===== config.mk =====
export PLATFORM = sky130hd
export DESIGN_NAME = accel_operand_fetch
export DESIGN_NICKNAME = d
export VERILOG_FILES = /design/src/rtl/accel_operand_fetch.sv
export SDC_FILE = /design/constraint.sdc
export NUM_CORES = 1
export LEC_CHECK = 0
export BUFFER_PORTS_ARGS = -buffer_cell sky130_fd_sc_hd__buf_2
export CAP_MARGIN = 20
export CORE_ASPECT_RATIO = 0.6
export CORE_MARGIN = 8
export CORE_UTILIZATION = 50
export DETAILED_ROUTE_END_ITERATION = 12
export PLACE_DENSITY = 0.8
export SYNTH_ARGS = -nofsm -noshare
export SYNTH_HDL_FRONTEND = slang
export SYNTH_SLANG_ARGS = --single-unit

===== constraint.sdc =====
create_clock -name clk -period 2.9 [get_ports clk]
set_input_delay 0.29 -clock clk [delete_from_list [all_inputs] [get_ports clk]]
set_output_delay 0.29 -clock clk [all_outputs]
set_load 0.02 [all_outputs]

===== src/rtl/accel_operand_fetch.sv =====
// Operand-pair fetch: issues paired weight/input reads, tracks fixed-latency returns
// and queues the pairs in a credit-protected FIFO for the MAC consumer.
module accel_operand_fetch #(
  parameter int DATA_W  = 16,
  parameter int ADDR_W  = 16,
  parameter int MEM_LAT = 2,
  parameter int DEPTH   = 4
) (
  input  logic              clk,
  input  logic              rst,
  input  logic              req_valid,
  input  logic [ADDR_W-1:0] Waddress_current,
  input  logic [ADDR_W-1:0] Inaddress_current,
  output logic              req_ready,
  output logic              mem_rd_en,
  output logic [ADDR_W-1:0] w_mem_addr,
  output logic [ADDR_W-1:0] in_mem_addr,
  input  logic              mem_stall,
  input  logic [DATA_W-1:0] w_mem_rdata,
  input  logic [DATA_W-1:0] in_mem_rdata,
  output logic [DATA_W-1:0] W_data,
  output logic [DATA_W-1:0] In_data,
  output logic              DVAL,
  input  logic              Enable,
  input  logic              flush,
  output logic              busy
);

  localparam int STAGES = MEM_LAT - 1;
  localparam int PTR_W  = (DEPTH > 1) ? $clog2(DEPTH) : 1;
  localparam int CNT_W  = PTR_W + 1;
  localparam int SUM_W  = CNT_W + 3;
  localparam int FC_W   = 3;

  typedef enum logic [1:0] {IDLE, ACTIVE, FLUSH} state_t;

  typedef struct packed {
    logic [DATA_W-1:0] w;
    logic [DATA_W-1:0] x;
  } pair_t;

  state_t            state, state_nxt;
  logic [FC_W-1:0]   fl_cnt, fl_cnt_nxt;
  logic [STAGES:0]   vld_pipe;
  pair_t             fifo_mem [DEPTH];
  pair_t             head;
  logic [PTR_W-1:0]  wr_ptr, rd_ptr;
  logic [CNT_W-1:0]  fifo_count;
  logic [SUM_W-1:0]  inflight, occupancy;
  logic              accept, push, pop, clr;

  always_comb begin
    inflight = '0;
    for (int i = 0; i <= STAGES; i++) inflight = inflight + SUM_W'(vld_pipe[i]);
  end

  // Credits count both queued and in-flight pairs so a return can never find the FIFO full.
  assign occupancy   = SUM_W'(fifo_count) + inflight;
  assign req_ready   = (state == ACTIVE) && !mem_stall && !flush && (occupancy < SUM_W'(DEPTH));
  assign accept      = req_valid & req_ready;
  assign mem_rd_en   = accept;
  assign w_mem_addr  = Waddress_current;
  assign in_mem_addr = Inaddress_current;

  assign clr  = flush || (state == FLUSH);
  assign push = vld_pipe[STAGES] && !clr;
  assign DVAL = (fifo_count != '0);
  assign pop  = DVAL && Enable && !clr;
  assign busy = (fifo_count != '0) || (|vld_pipe);

  assign head    = fifo_mem[rd_ptr];
  assign W_data  = DVAL ? head.w : '0;
  assign In_data = DVAL ? head.x : '0;

  always_ff @(posedge clk or negedge rst) begin
    if (!rst) begin
      vld_pipe <= '0;
    end else if (clr) begin
      vld_pipe <= '0;
    end else begin
      vld_pipe[0] <= accept;
      for (int i = 1; i <= STAGES; i++) vld_pipe[i] <= vld_pipe[i-1];
    end
  end

  // Read data is captured on the edge where its valid bit leaves the last stage.
  always_ff @(posedge clk) begin
    if (push) fifo_mem[wr_ptr] <= '{w: w_mem_rdata, x: in_mem_rdata};
  end

  always_ff @(posedge clk or negedge rst) begin
    if (!rst) begin
      wr_ptr     <= '0;
      rd_ptr     <= '0;
      fifo_count <= '0;
    end else if (clr) begin
      wr_ptr     <= '0;
      rd_ptr     <= '0;
      fifo_count <= '0;
    end else begin
      if (push) wr_ptr <= wr_ptr + PTR_W'(1);
      if (pop)  rd_ptr <= rd_ptr + PTR_W'(1);
      case ({push, pop})
        2'b10:   fifo_count <= fifo_count + CNT_W'(1);
        2'b01:   fifo_count <= fifo_count - CNT_W'(1);
        default: fifo_count <= fifo_count;
      endcase
    end
  end

  always_ff @(posedge clk or negedge rst) begin
    if (!rst) begin
      state  <= IDLE;
      fl_cnt <= '0;
    end else begin
      state  <= state_nxt;
      fl_cnt <= fl_cnt_nxt;
    end
  end

  // FLUSH exits only after MEM_LAT consecutive cycles with flush low.
  always_comb begin
    state_nxt  = state;
    fl_cnt_nxt = fl_cnt;
    case (state)
      IDLE: begin
        state_nxt  = ACTIVE;
        fl_cnt_nxt = '0;
      end
      ACTIVE: begin
        if (flush) begin
          state_nxt  = FLUSH;
          fl_cnt_nxt = '0;
        end
      end
      FLUSH: begin
        if (flush) begin
          fl_cnt_nxt = '0;
        end else if (fl_cnt == FC_W'(MEM_LAT - 1)) begin
          state_nxt  = ACTIVE;
          fl_cnt_nxt = '0;
        end else begin
          fl_cnt_nxt = fl_cnt + FC_W'(1);
        end
      end
      default: begin
        state_nxt  = IDLE;
        fl_cnt_nxt = '0;
      end
    endcase
  end

endmodule


==> impl_summary.txt, run 1 <==
----------------------------------------------------
[Placement]
  Post-place instance area ... 0.00629 mm2
  Instance count after placement with tap cells included ... 518
  Routability Congestion ... 0.792
  Final HPWL from detailed placement ... 7.66 mm
  Buffers on Ports ... 73

[Synth]
  Count of warnings emitted by yosys ... 0
  Top_reg_cell synth ... edfxtp_1
  Number of register bits inferred by synthesis ... 142
  Fraction of registers with async set or reset after synthesis ... 9.86%
  Cell area after synthesis ... 0.00594 mm2
  Netlist cell types ... 36
  Cell count after synthesis ... 319
  Number of enable-type register cells in the synthesized netlist ... 128
  Synthesized area divided by synthesized cell count ... 18.6 um2
  Sequential area share after synthesis ... 70.6%
  Number of nets produced by synthesis ... 395

[Finish]
  Most frequent standard cell in the layout excluding fill and tap cells ... edfxtp_1
  Sequential Area ... 0.00420 mm2
  Layout fillers ... 829
  Final design area excluding fillers ... 0.00689 mm2
  Commonest cells after routing, fill and taps aside ... 128 x edfxtp_1, 73 x buf_2, 35 x and2_1
  Share of post-route cells with drive strength above 1 ... 40.9%
  Number of nets in the finished design ... 454
  Final std cells w/o fill ... 551
  Area of the multi-input gates ... 0.00143 mm2
  Area Overhead vs Synth ... 16.0%
  Number of inserted diodes ... 0

[Global routing]
  Remaining global-route overflow ... 0
  Largest net degree at the start of global routing ... 30
  All-layer global routing usage ... 15.7%
  Global-route wire length before repair ... 18.2 mm
  Number of antenna violations at the first check in global routing ... 2
  Number of global-route vias before repair ... 3274

[Critical path]
  Setup crit start kind ... flop
  Worst setup path end ... W_data[13]
  Data arrival time of the worst path ... 2.25 ns
  Number of cells on the worst reg-to-reg path ... 5
  Critical path class ... reg2out
  Worst Path Max Fanout ... 21
  Terminus of the critical flop-to-flop path ... fifo_count[2]
  Slack of the worst reg-to-reg path ... 0.75 ns
  Setup crit start ... fifo_count[1]
  CP endpoint kind ... output port
  Startpoint of the most critical register-to-register path ... fifo_count[1]
  Required time of the critical path ... 2.61 ns

[Route]
  Remaining DRCs ... 0
  Routed wire per std cell ... 20.7 um
  Overall routed net length ... 11.4 mm
  Vias after detailed routing ... 2975
  Antenna violation net count after detailed routing ... 0
  Via density per instance ... 5.40
  Violation count after the first detailed-route iteration ... 218
  Number of search-and-repair iterations in the first detailed-routing pass ... 4

[Floorplan]
  Die boundary height ... 100 um
  FP Rows ... 30
  Io pins ... 138
  Die Outline Area ... 0.0157 mm2
  Die W ... 157 um
  Effective utilization at floorplan ... 51.9%
  Core Area ... 0.0114 mm2

[Timing]
  Setup repair after global routing missed its margin ... false
  Setup violations, final ... 0
  Worst setup skew after layout ... 0.0139 ns
  Hold_ws ... 0.0801 ns
  Sum of negative setup slack ... 0 ns
  Number of endpoints with negative hold slack in the final report ... 0
  Achievable clock frequency ... 394 MHz
  Relative slew slack ... 49.8%
  Transition time at the pin with the least slew margin ... 0.753 ns
  Final worst-path cycle share ... 87.5%
  Number of max-slew violations in the final report ... 0
  Min Clock Period, post-route ... 2.54 ns

[Clock tree]
  TritonCTS Buffers ... 17
  TritonCTS Sinks ... 142
  CTS root buffer ... clkbuf_16
  Worst-case clock buffer depth ... 2
  Number of H-tree levels ... 4
  Buffer count from post-CTS setup fixing ... 0
  Resized cells post-CTS ... 0
  Clock tree from TritonCTS ... done
  Clk Latency, worst-skew pair ... 0.42 ns
  Clock edge transition at the registers on the reported setup and hold paths ... 0.07 ns

[Run status]
  Outcome ... finished, final reports clean

[Pwr]
  Power density cells ... 733 mW/mm2
  Reported net switching power ... 0.00131 W
  PnR Total Power ... 0.00505 W
  Fraction of power spent switching nets ... 26.0%
  Leakage ... 2.53 nW
  Clock share of power ... 42.3%
  Internal power consumption ... 0.00374 W
  Sequential share of power ... 45.8%
  Power share of the combinational group ... 11.9%
  Worst VDD drop ... 448 uV

[Flow run]
  Number of violations of the max-capacitance limit ... 0

[Min path]
  Number of cells on the worst hold path ... 1
  Type of the worst min-delay path ... in2reg
  Min-delay src ... in_mem_rdata[10]

----------------------------------------------------
[through the flow]
stage	worst slack, ns	util [%]
after detailed placement	0.776	54.9
after CTS	0.327	60.2
after global placement	0.801	54.9
after global routing	0.249	60.2
final	0.361	60.2
after floorplan	0.803	-
[per-layer routing]
metal | wire, um | track usage, %
met1 | 4890 | 19.3
met2 | 5380 | 24.1
met3 | 900 | 6.35
met4 | 208 | 6.61
met5 | 16 | 0
[final cells by class]
cell class,instances,share of cell area (%)
sequential,142,60.9
multi-input combinational,128,20.7
timing repair buffer,86,6.76
clock buffer,17,6.18
tap,160,2.91
clock inverter,15,2.38
inverter,3,0.163
[logic make-up after synthesis]
group / synth area share, %
buffers and inverters: 5.48
flip-flops: 70.6
XOR/XNOR: 1.03
adder cells (fa/ha/maj): 1.39
AO/OA/AOI/OAI: 2.17
AND/OR/NAND/NOR: 6.85
multiplexers: 12.5
[critical path: stages, from the launching register on]
cell	delay (ns)
dfrtp_1	0.48
or3_1	0.71
buf_4	0.32
and2_1	0.16
buf_2	0.16
[power by group through the flow]
stage | Combinational, W | Sequential (W) | Clock, W
after floorplan | 0.000472 | 0.00234 | 0
after global placement | 0.000593 | 0.00235 | 0
after detailed placement | 0.000607 | 0.00236 | 0
after CTS | 0.000612 | 0.00231 | 0.00217
after global routing | 0.000656 | 0.00232 | 0.00227
final | 0.000600 | 0.00231 | 0.00214
[state kept, by name, summed over array words and instances, names as in the netlist]
register / cells
fifo_mem: 128
fifo_count: 3
fl_cnt: 3
rd_ptr: 2
state: 2
vld_pipe: 2
wr_ptr: 2
[what timing repair did]
| action | 4_1_cts | 5_1_grt |
|---|---|---|
| endpoints found under the hold margin | 14 | 0 |
| hold buffers | 1 | 0 |
| setup endpoints to repair | 0 | 0 |
[cell usage after synthesis (all sizes together) (3+ instances only)]
library cell  instances  area, um2
edfxtp              128       3840
and3                  5       31.3
inv                   3       11.3
o21ai                 3       15.0
nand2                 3       11.3
and3b                 3       26.3
clkbuf                6       22.5
buf                  40        292
xnor2                 4       35.0
and2                 35        219
xor2                  3       26.3
a21oi                 3       15.0
nor2b                 3       18.8
nor2                  7       26.3
mux4                 32        721
dfrtp                14        350
ha                    5       62.6
[worst min path at each step]
| stage | end |
|---|---|
| finish | fifo_mem[2][10] |
| global route | fifo_mem[3][14] |
| global placement | fl_cnt[2] |
| CTS | fifo_mem[1][8] |
| floorplan | fifo_count[0] |
| detailed placement | fl_cnt[0] |
(Power assumes the default switching activity.)
==> run 2, diff against run 1 <==
==> constraint.sdc (replaced) <==
create_clock -name clk -period 3.3 [get_ports clk]
set_input_delay 0.33 -clock clk [delete_from_list [all_inputs] [get_ports clk]]
set_output_delay 0.33 -clock clk [all_outputs]
set_load 0.02 [all_outputs]
==> run 2 against run 1 <==
  * Clock-buffer cell count is 4 higher
  * Combinational power is 13% lower
  * Final area is 1.3% lower
  * Clock skew is 0.0050 ns lower
==> impl_summary.txt, run 2 (same netlist as run 1, synthesis figures left out) <==
----------------------------------------------------
[Route]
  Antenna violation net count after detailed routing ... 0 (unchanged)
  Overall routed net length ... 11.0 mm (was 11.4 mm)
  Routed wire per std cell ... 20.4 um (was 20.7 um)
  Vias after detailed routing ... 2925 (was 2975)
  Remaining DRCs ... 0 (unchanged)
  Number of search-and-repair iterations in the first detailed-routing pass ... 5 (was 4)
  Via density per instance ... 5.42 (was 5.40)
  Violation count after the first detailed-route iteration ... 200 (was 218)

[Clock tree]
  CTS root buffer ... clkbuf_16 (unchanged)
  Clock edge transition at the registers on the reported setup and hold paths ... 0.06 ns (was 0.07 ns)
  TritonCTS Buffers ... 17 (unchanged)
  Clk Latency, worst-skew pair ... 0.42 ns (about the same)
  TritonCTS Sinks ... 142 (unchanged)
  Resized cells post-CTS ... 0 (unchanged)
  Number of H-tree levels ... 4 (unchanged)
  Worst-case clock buffer depth ... 2 (unchanged)
  Clock tree from TritonCTS ... done (unchanged)

[Critical path]
  Worst Path Max Fanout ... 24 (was 21)
  Required time of the critical path ... 2.97 ns (was 2.61 ns)
  Data arrival time of the worst path ... 2.20 ns (was 2.25 ns)
  Critical path class ... reg2out (unchanged)
  CP cell instances ... buf_12, mux4_2, and2_1, buf_2 (was or3_1, buf_4, and2_1, buf_2)
  Setup crit start kind ... flop (unchanged)
  Largest stage delay on the critical path ... 0.60 ns (was 0.71 ns)
  Slowest library cell on the worst path ... dfrtp_2 (was or3_1)
  CP endpoint kind ... output port (unchanged)

[Placement]
  Final HPWL from detailed placement ... 6.98 mm (was 7.66 mm)
  Routability Congestion ... 0.757 (was 0.792)
  Buffers on Ports ... 73 (unchanged)
  Instance count after placement with tap cells included ... 508 (was 518)

[Timing]
  Final worst-path cycle share ... 76.8%
  Relative slew slack ... 41.1% (was 49.8%)
  Transition time at the pin with the least slew margin ... 0.883 ns (was 0.753 ns)
  Number of max-slew violations in the final report ... 0 (unchanged)
  Setup violations, final ... 0 (unchanged)
  Setup repair after global routing missed its margin ... false (unchanged)
  Sum of negative setup slack ... 0 ns (unchanged)
  Min Clock Period, post-route ... 2.53 ns
  Worst setup skew after layout ... 0.00890 ns (was 0.0139 ns)
  Achievable clock frequency ... 395 MHz
  Number of endpoints with negative hold slack in the final report ... 0 (unchanged)

[Floorplan]
  Die W ... 157 um (unchanged)
  Die boundary height ... 100 um (unchanged)
  Die Outline Area ... 0.0157 mm2 (unchanged)
  Effective utilization at floorplan ... 51.9% (unchanged)
  FP Rows ... 30 (unchanged)
  Core Area ... 0.0114 mm2 (unchanged)
  Io pins ... 138 (unchanged)

[Finish]
  Final std cells w/o fill ... 540 (was 551)
  Area of the multi-input gates ... 0.00143 mm2 (unchanged)
  Number of nets in the finished design ... 444 (was 454)
  Most frequent standard cell in the layout excluding fill and tap cells ... edfxtp_1 (unchanged)
  Commonest cells after routing, fill and taps aside ... 128 x edfxtp_1, 73 x buf_2, 35 x and2_1 (unchanged)
  Register with the most flip-flops ... fifo_mem (unchanged)
  Layout fillers ... 836 (was 829)
  Sequential Area ... 0.00420 mm2 (unchanged)
  Number of inserted diodes ... 0 (unchanged)
  Area Overhead vs Synth ... 14.5% (was 16.0%)
  Largest register FFs ... 128 (unchanged)
  Share of post-route cells with drive strength above 1 ... 37.4% (was 40.9%)
  Leading registers by flop count ... fifo_mem (128), fifo_count (3), fl_cnt (3) (unchanged)

[Run status]
  Outcome ... finished, final reports clean (unchanged)

[Pwr]
  Sequential share of power ... 46.5% (was 45.8%)
  Internal power consumption ... 0.00338 W (was 0.00374 W)
  Fraction of power spent switching nets ... 23.1% (was 26.0%)
  Reported net switching power ... 0.00102 W (was 0.00131 W)
  Worst VDD drop ... 456 uV (was 448 uV)
  Clock share of power ... 41.7% (was 42.3%)
  Power density cells ... 647 mW/mm2 (was 733 mW/mm2)
  Power share of the combinational group ... 11.8% (was 11.9%)
  Leakage ... 2.47 nW (was 2.53 nW)

[Global routing]
  Global-route wire length before repair ... 17.2 mm (was 18.2 mm)
  Remaining global-route overflow ... 0 (unchanged)
  Number of global-route vias before repair ... 3095 (was 3274)
  All-layer global routing usage ... 14.9% (was 15.7%)
  Number of antenna violations at the first check in global routing ... 1 (was 2)
  Largest net degree at the start of global routing ... 34 (was 30)

[Flow run]
  Number of violations of the max-capacitance limit ... 0 (unchanged)

[Min path]
  Type of the worst min-delay path ... in2reg (unchanged)

----------------------------------------------------
[run 2: changes by cell type in the layout (fill, tap and decap cells not counted), sizes merged]
| cell | previous run | this run |
|---|---|---|
| buf | 85 | 75 |
| bufinv | 1 | 3 |
| clkbuf | 17 | 21 |
| clkinv | 2 | 7 |
| clkinvlp | 1 | 0 |
| inv | 14 | 3 |
[run 2: power groups by stage]
stage | Clock, W | Sequential, W | Combinational (W)
floorplan | 0 | 0.00206 | 0.000415
global placement | 0 | 0.00208 | 0.000518
detailed placement | 0 | 0.00208 | 0.000528
CTS | 0.00186 | 0.00204 | 0.000530
global route | 0.00193 | 0.00205 | 0.000565
finish | 0.00183 | 0.00204 | 0.000520
[run 2: worst paths after layout]
check	start	cells after the start	slack [ns]	endpoint
worst min register to register	vld_pipe[0]	1	0.57	vld_pipe[1]
worst max register to register	state[1]	3	1.08	fifo_mem[3][6]
max in group asynchronous	rst	2	2.68	rd_ptr[0]
min in group asynchronous	rst	2	0.35	vld_pipe[1]
worst max-delay path	rd_ptr[0]	4	0.77	W_data[13]
worst min-delay path	w_mem_rdata[2]	1	0.13	fifo_mem[2][18]
[run 2: metal layers]
metal	part of all wire, %	global-route usage [%]
met5	0.073	0
met2	46	21.8
met4	2.2	8.60
met3	8.8	4.98
met1	43	19.2
[run 2: per-stage QoR]
step | util, % | hold slack, ns | total power [W] | setup slack (ns) | cell area (um2)
after floorplan | - | 0.0344 | 0.00247 | 1.20 | 5940
after global placement | 54.4 | 0.244 | 0.00259 | 1.17 | 6230
after detailed placement | 54.4 | 0.244 | 0.00261 | 1.07 | 6230
after CTS | 59.4 | 0.110 | 0.00443 | 0.694 | 6800
after global routing | 59.4 | 0.117 | 0.00455 | 0.619 | 6800
final | 59.4 | 0.126 | 0.00440 | 0.766 | 6800
[run 2: timing repair]
action,in CTS,in global routing
setup buffers,0,0
hold endpoints to repair,14,0
hold buffers,1,0
[run 2: critical path: cells and delay by family, from the launching register on]
kind / cells / cell delay, ns
simple gates: 1 / 0.20
mux: 1 / 0.53
flops: 1 / 0.60
buf+inv: 2 / 0.45
[run 2: layout make-up]
type	count	share of cell area [%]
Timing Repair Buffer	76	5.93
Clock inverter	10	1.79
Multi-Input combinational cell	128	21.0
Sequential cell	142	61.7
Clock buffer	21	6.48
Tap cell	160	2.94
Inverter	3	0.166
==> run 3, diff against run 2 <==
==> constraint.sdc (replaced) <==
create_clock -name clk -period 2.6 [get_ports clk]
set_input_delay 0.26 -clock clk [delete_from_list [all_inputs] [get_ports clk]]
set_output_delay 0.26 -clock clk [all_outputs]
set_load 0.02 [all_outputs]
==> run 3 against run 2 <==
  * Final cell count up 1.1%
  * Hold slack lost 0.062 ns
  * Combinational power grew 28%
  * Sequential cell count stayed put
  * Largest power group unchanged
  * First-iteration DRC count grew 19%
  * Critical path depth did not move
  * Register-to-register slack got worse by 0.61 ns
  * Final area is 1.9% higher
==> impl_summary.txt, run 3 (same netlist as run 1, synthesis figures left out) <==
----------------------------------------------------
[Finish]
  Number of nets in the finished design ... 450 (was 444)
  Most frequent standard cell in the layout excluding fill and tap cells ... edfxtp_1 (unchanged)
  Final design area excluding fillers ... 0.00692 mm2 (was 0.00680 mm2)
  Largest register FFs ... 128 (unchanged)
  Register with the most flip-flops ... fifo_mem (unchanged)
  Area Overhead vs Synth ... 16.6% (was 14.5%)
  Commonest cells after routing, fill and taps aside ... 128 x edfxtp_1, 73 x buf_2, 35 x and2_1 (unchanged)
  Layout fillers ... 826 (was 836)
  Number of inserted diodes ... 0 (unchanged)
  Leading registers by flop count ... fifo_mem (128), fifo_count (3), fl_cnt (3) (unchanged)
  Share of post-route cells with drive strength above 1 ... 39.4% (was 37.4%)

[Timing]
  Relative slew slack ... 65.0% (was 41.1%)
  Worst setup skew after layout ... 0.00491 ns (was 0.00890 ns)
  Sum of negative setup slack ... 0 ns (unchanged)
  Setup repair after global routing missed its margin ... false (unchanged)
  Setup violations, final ... 0 (unchanged)
  Transition time at the pin with the least slew margin ... 0.525 ns (was 0.883 ns)
  Min Clock Period, post-route ... 2.46 ns
  Achievable clock frequency ... 407 MHz
  Worst Setup Slack, final ... 0.142 ns (was 0.766 ns)
  Number of endpoints with negative hold slack in the final report ... 0 (unchanged)
  Number of max-slew violations in the final report ... 0 (unchanged)
  Final worst-path cycle share ... 94.5%

[Route]
  Vias after detailed routing ... 2913 (was 2925)
  Routed wire per std cell ... 20.3 um (was 20.4 um)
  Antenna violation net count after detailed routing ... 0 (unchanged)
  Number of search-and-repair iterations in the first detailed-routing pass ... 4 (was 5)
  Violation count after the first detailed-route iteration ... 238 (was 200)
  Overall routed net length ... 11.1 mm (was 11.0 mm)
  Remaining DRCs ... 0 (unchanged)
  Via density per instance ... 5.34 (was 5.42)

[Floorplan]
  Core Area ... 0.0114 mm2 (unchanged)
  Io pins ... 138 (unchanged)
  Die boundary height ... 100 um (unchanged)
  Die W ... 157 um (unchanged)
  Die Outline Area ... 0.0157 mm2 (unchanged)
  FP Rows ... 30 (unchanged)
  Effective utilization at floorplan ... 51.9% (unchanged)

[Critical path]
  Data arrival time of the worst path ... 2.20 ns (about the same)
  Required time of the critical path ... 2.34 ns (was 2.97 ns)
  Startpoint of the most critical register-to-register path ... fifo_count[1] (was state[1])
  CP endpoint kind ... output port (unchanged)
  Setup crit start kind ... flop (unchanged)
  Worst Path Max Fanout ... 21 (was 24)
  Critical path class ... reg2out (unchanged)
  Setup crit start ... fifo_count[1] (was rd_ptr[0])

[Pwr]
  Reported net switching power ... 0.00129 W (was 0.00102 W)
  Power share of the combinational group ... 11.8% (about the same)
  Leakage ... 2.50 nW (was 2.47 nW)
  Power density cells ... 808 mW/mm2 (was 647 mW/mm2)
  Sequential share of power ... 46.3% (was 46.5%)
  Internal power consumption ... 0.00430 W (was 0.00338 W)
  Clock share of power ... 41.9% (was 41.7%)
  Fraction of power spent switching nets ... 23.1% (about the same)
  Worst VDD drop ... 721 uV (was 456 uV)

[Clock tree]
  Number of H-tree levels ... 4 (unchanged)
  Clock tree from TritonCTS ... done (unchanged)
  Buffer count from post-CTS setup fixing ... 0 (unchanged)
  Clk Latency, worst-skew pair ... 0.41 ns (was 0.42 ns)
  Worst-case clock buffer depth ... 2 (unchanged)
  TritonCTS Sinks ... 142 (unchanged)
  TritonCTS Buffers ... 17 (unchanged)
  CTS root buffer ... clkbuf_16 (unchanged)
  Clock edge transition at the registers on the reported setup and hold paths ... 0.06 ns (about the same)

[Placement]
  Final HPWL from detailed placement ... 7.11 mm (was 6.98 mm)
  Pre-CTS worst setup slack ... 0.504 ns (was 1.07 ns)
  Routability Congestion ... 0.732 (was 0.757)
  Post-place instance area ... 0.00633 mm2 (was 0.00623 mm2)
  Buffers on Ports ... 73 (unchanged)

[Global routing]
  Largest net degree at the start of global routing ... 33 (was 34)
  Global-route wire length before repair ... 17.5 mm (was 17.2 mm)
  All-layer global routing usage ... 15.2% (was 14.9%)
  Remaining global-route overflow ... 0 (unchanged)
  Number of antenna violations at the first check in global routing ... 2 (was 1)
  Number of global-route vias before repair ... 3202 (was 3095)

[Min path]
  Type of the worst min-delay path ... in2reg (unchanged)
  Min-delay src ... in_mem_rdata[10] (was w_mem_rdata[2])

[Flow run]
  Number of violations of the max-capacitance limit ... 0 (unchanged)

[Run status]
  Outcome ... finished, final reports clean (unchanged)

----------------------------------------------------
-- run 3: cell count changes in the layout (fill, tap and decap cells not counted), moves of 2 or more --
cell | previous run | this run
clkinv_2 | 4 | 2
buf_12 | 1 | 6
clkinvlp_4 | 0 | 4
clkbuf_1 | 4 | 2
-- run 3: what timing repair did --
action | CTS | global route
setup endpoints to repair | 0 | 13
hold buffers | 1 | 0
endpoints found under the hold margin | 14 | 0
gates resized for setup | 0 | 1
-- run 3: worst max-delay path, cell delays in order (launching register included) --
cell,delay (ns)
dfrtp_1,0.49
or3_2,0.73
buf_4,0.27
and2_1,0.15
buf_2,0.15
-- run 3: power by group through the flow --
| stage | combinational [W] | sequential, W | clock [W] |
|---|---|---|---|
| floorplan | 0.000526 | 0.00261 | 0 |
| detailed placement | 0.000677 | 0.00264 | 0 |
| global placement | 0.000655 | 0.00263 | 0 |
| global route | 0.000730 | 0.00260 | 0.00249 |
| finish | 0.000663 | 0.00259 | 0.00234 |
| CTS | 0.000682 | 0.00259 | 0.00239 |
-- run 3: metrics by stage --
stage / hold WS, ns / power, W / utilization [%] / instances
2_1_floorplan: -0.0356 / 0.00314 / - / 319
3_3_place_gp: 0.173 / 0.00329 / 55.3 / 514
3_5_place_dp: 0.169 / 0.00331 / 55.3 / 514
4_1_cts: 0.0408 / 0.00567 / 60.5 / 546
5_1_grt: 0.0393 / 0.00582 / 60.5 / 546
6_report: 0.0647 / 0.00560 / 60.5 / 546
-- run 3: worst paths after layout --
| path | end | slack, ns | cells past startpoint |
|---|---|---|---|
| setup / recovery | In_data[10] | 0.14 | 4 |
| hold / removal | fifo_mem[0][10] | 0.06 | 1 |
| setup reg to reg | fifo_count[2] | 0.47 | 6 |
| hold reg to reg | fl_cnt[1] | 0.58 | 2 |
| max in group asynchronous | rd_ptr[0] | 2.05 | 2 |
| min in group asynchronous | fl_cnt[2] | 0.28 | 2 |
-- run 3: cell type report --
class                   instances  area, um2  area share [%]
multi-input cells             128       1430            20.6
well taps                     160        200            2.89
inverters                       3       11.3           0.163
clock buffers                  19        433            6.25
repair buffers                 82        510            7.37
clock inverters                12        146            2.11
flip-flops and latches        142       4200            60.6
-- run 3: layer usage --
metal	vias to the layer above	global-route usage, %	wire length, um
met5	-	0	18
met4	4	6.47	212
met3	32	6.61	765
met2	92	23.9	5280
met1	1471	18.1	4800
li1	1314	-	-
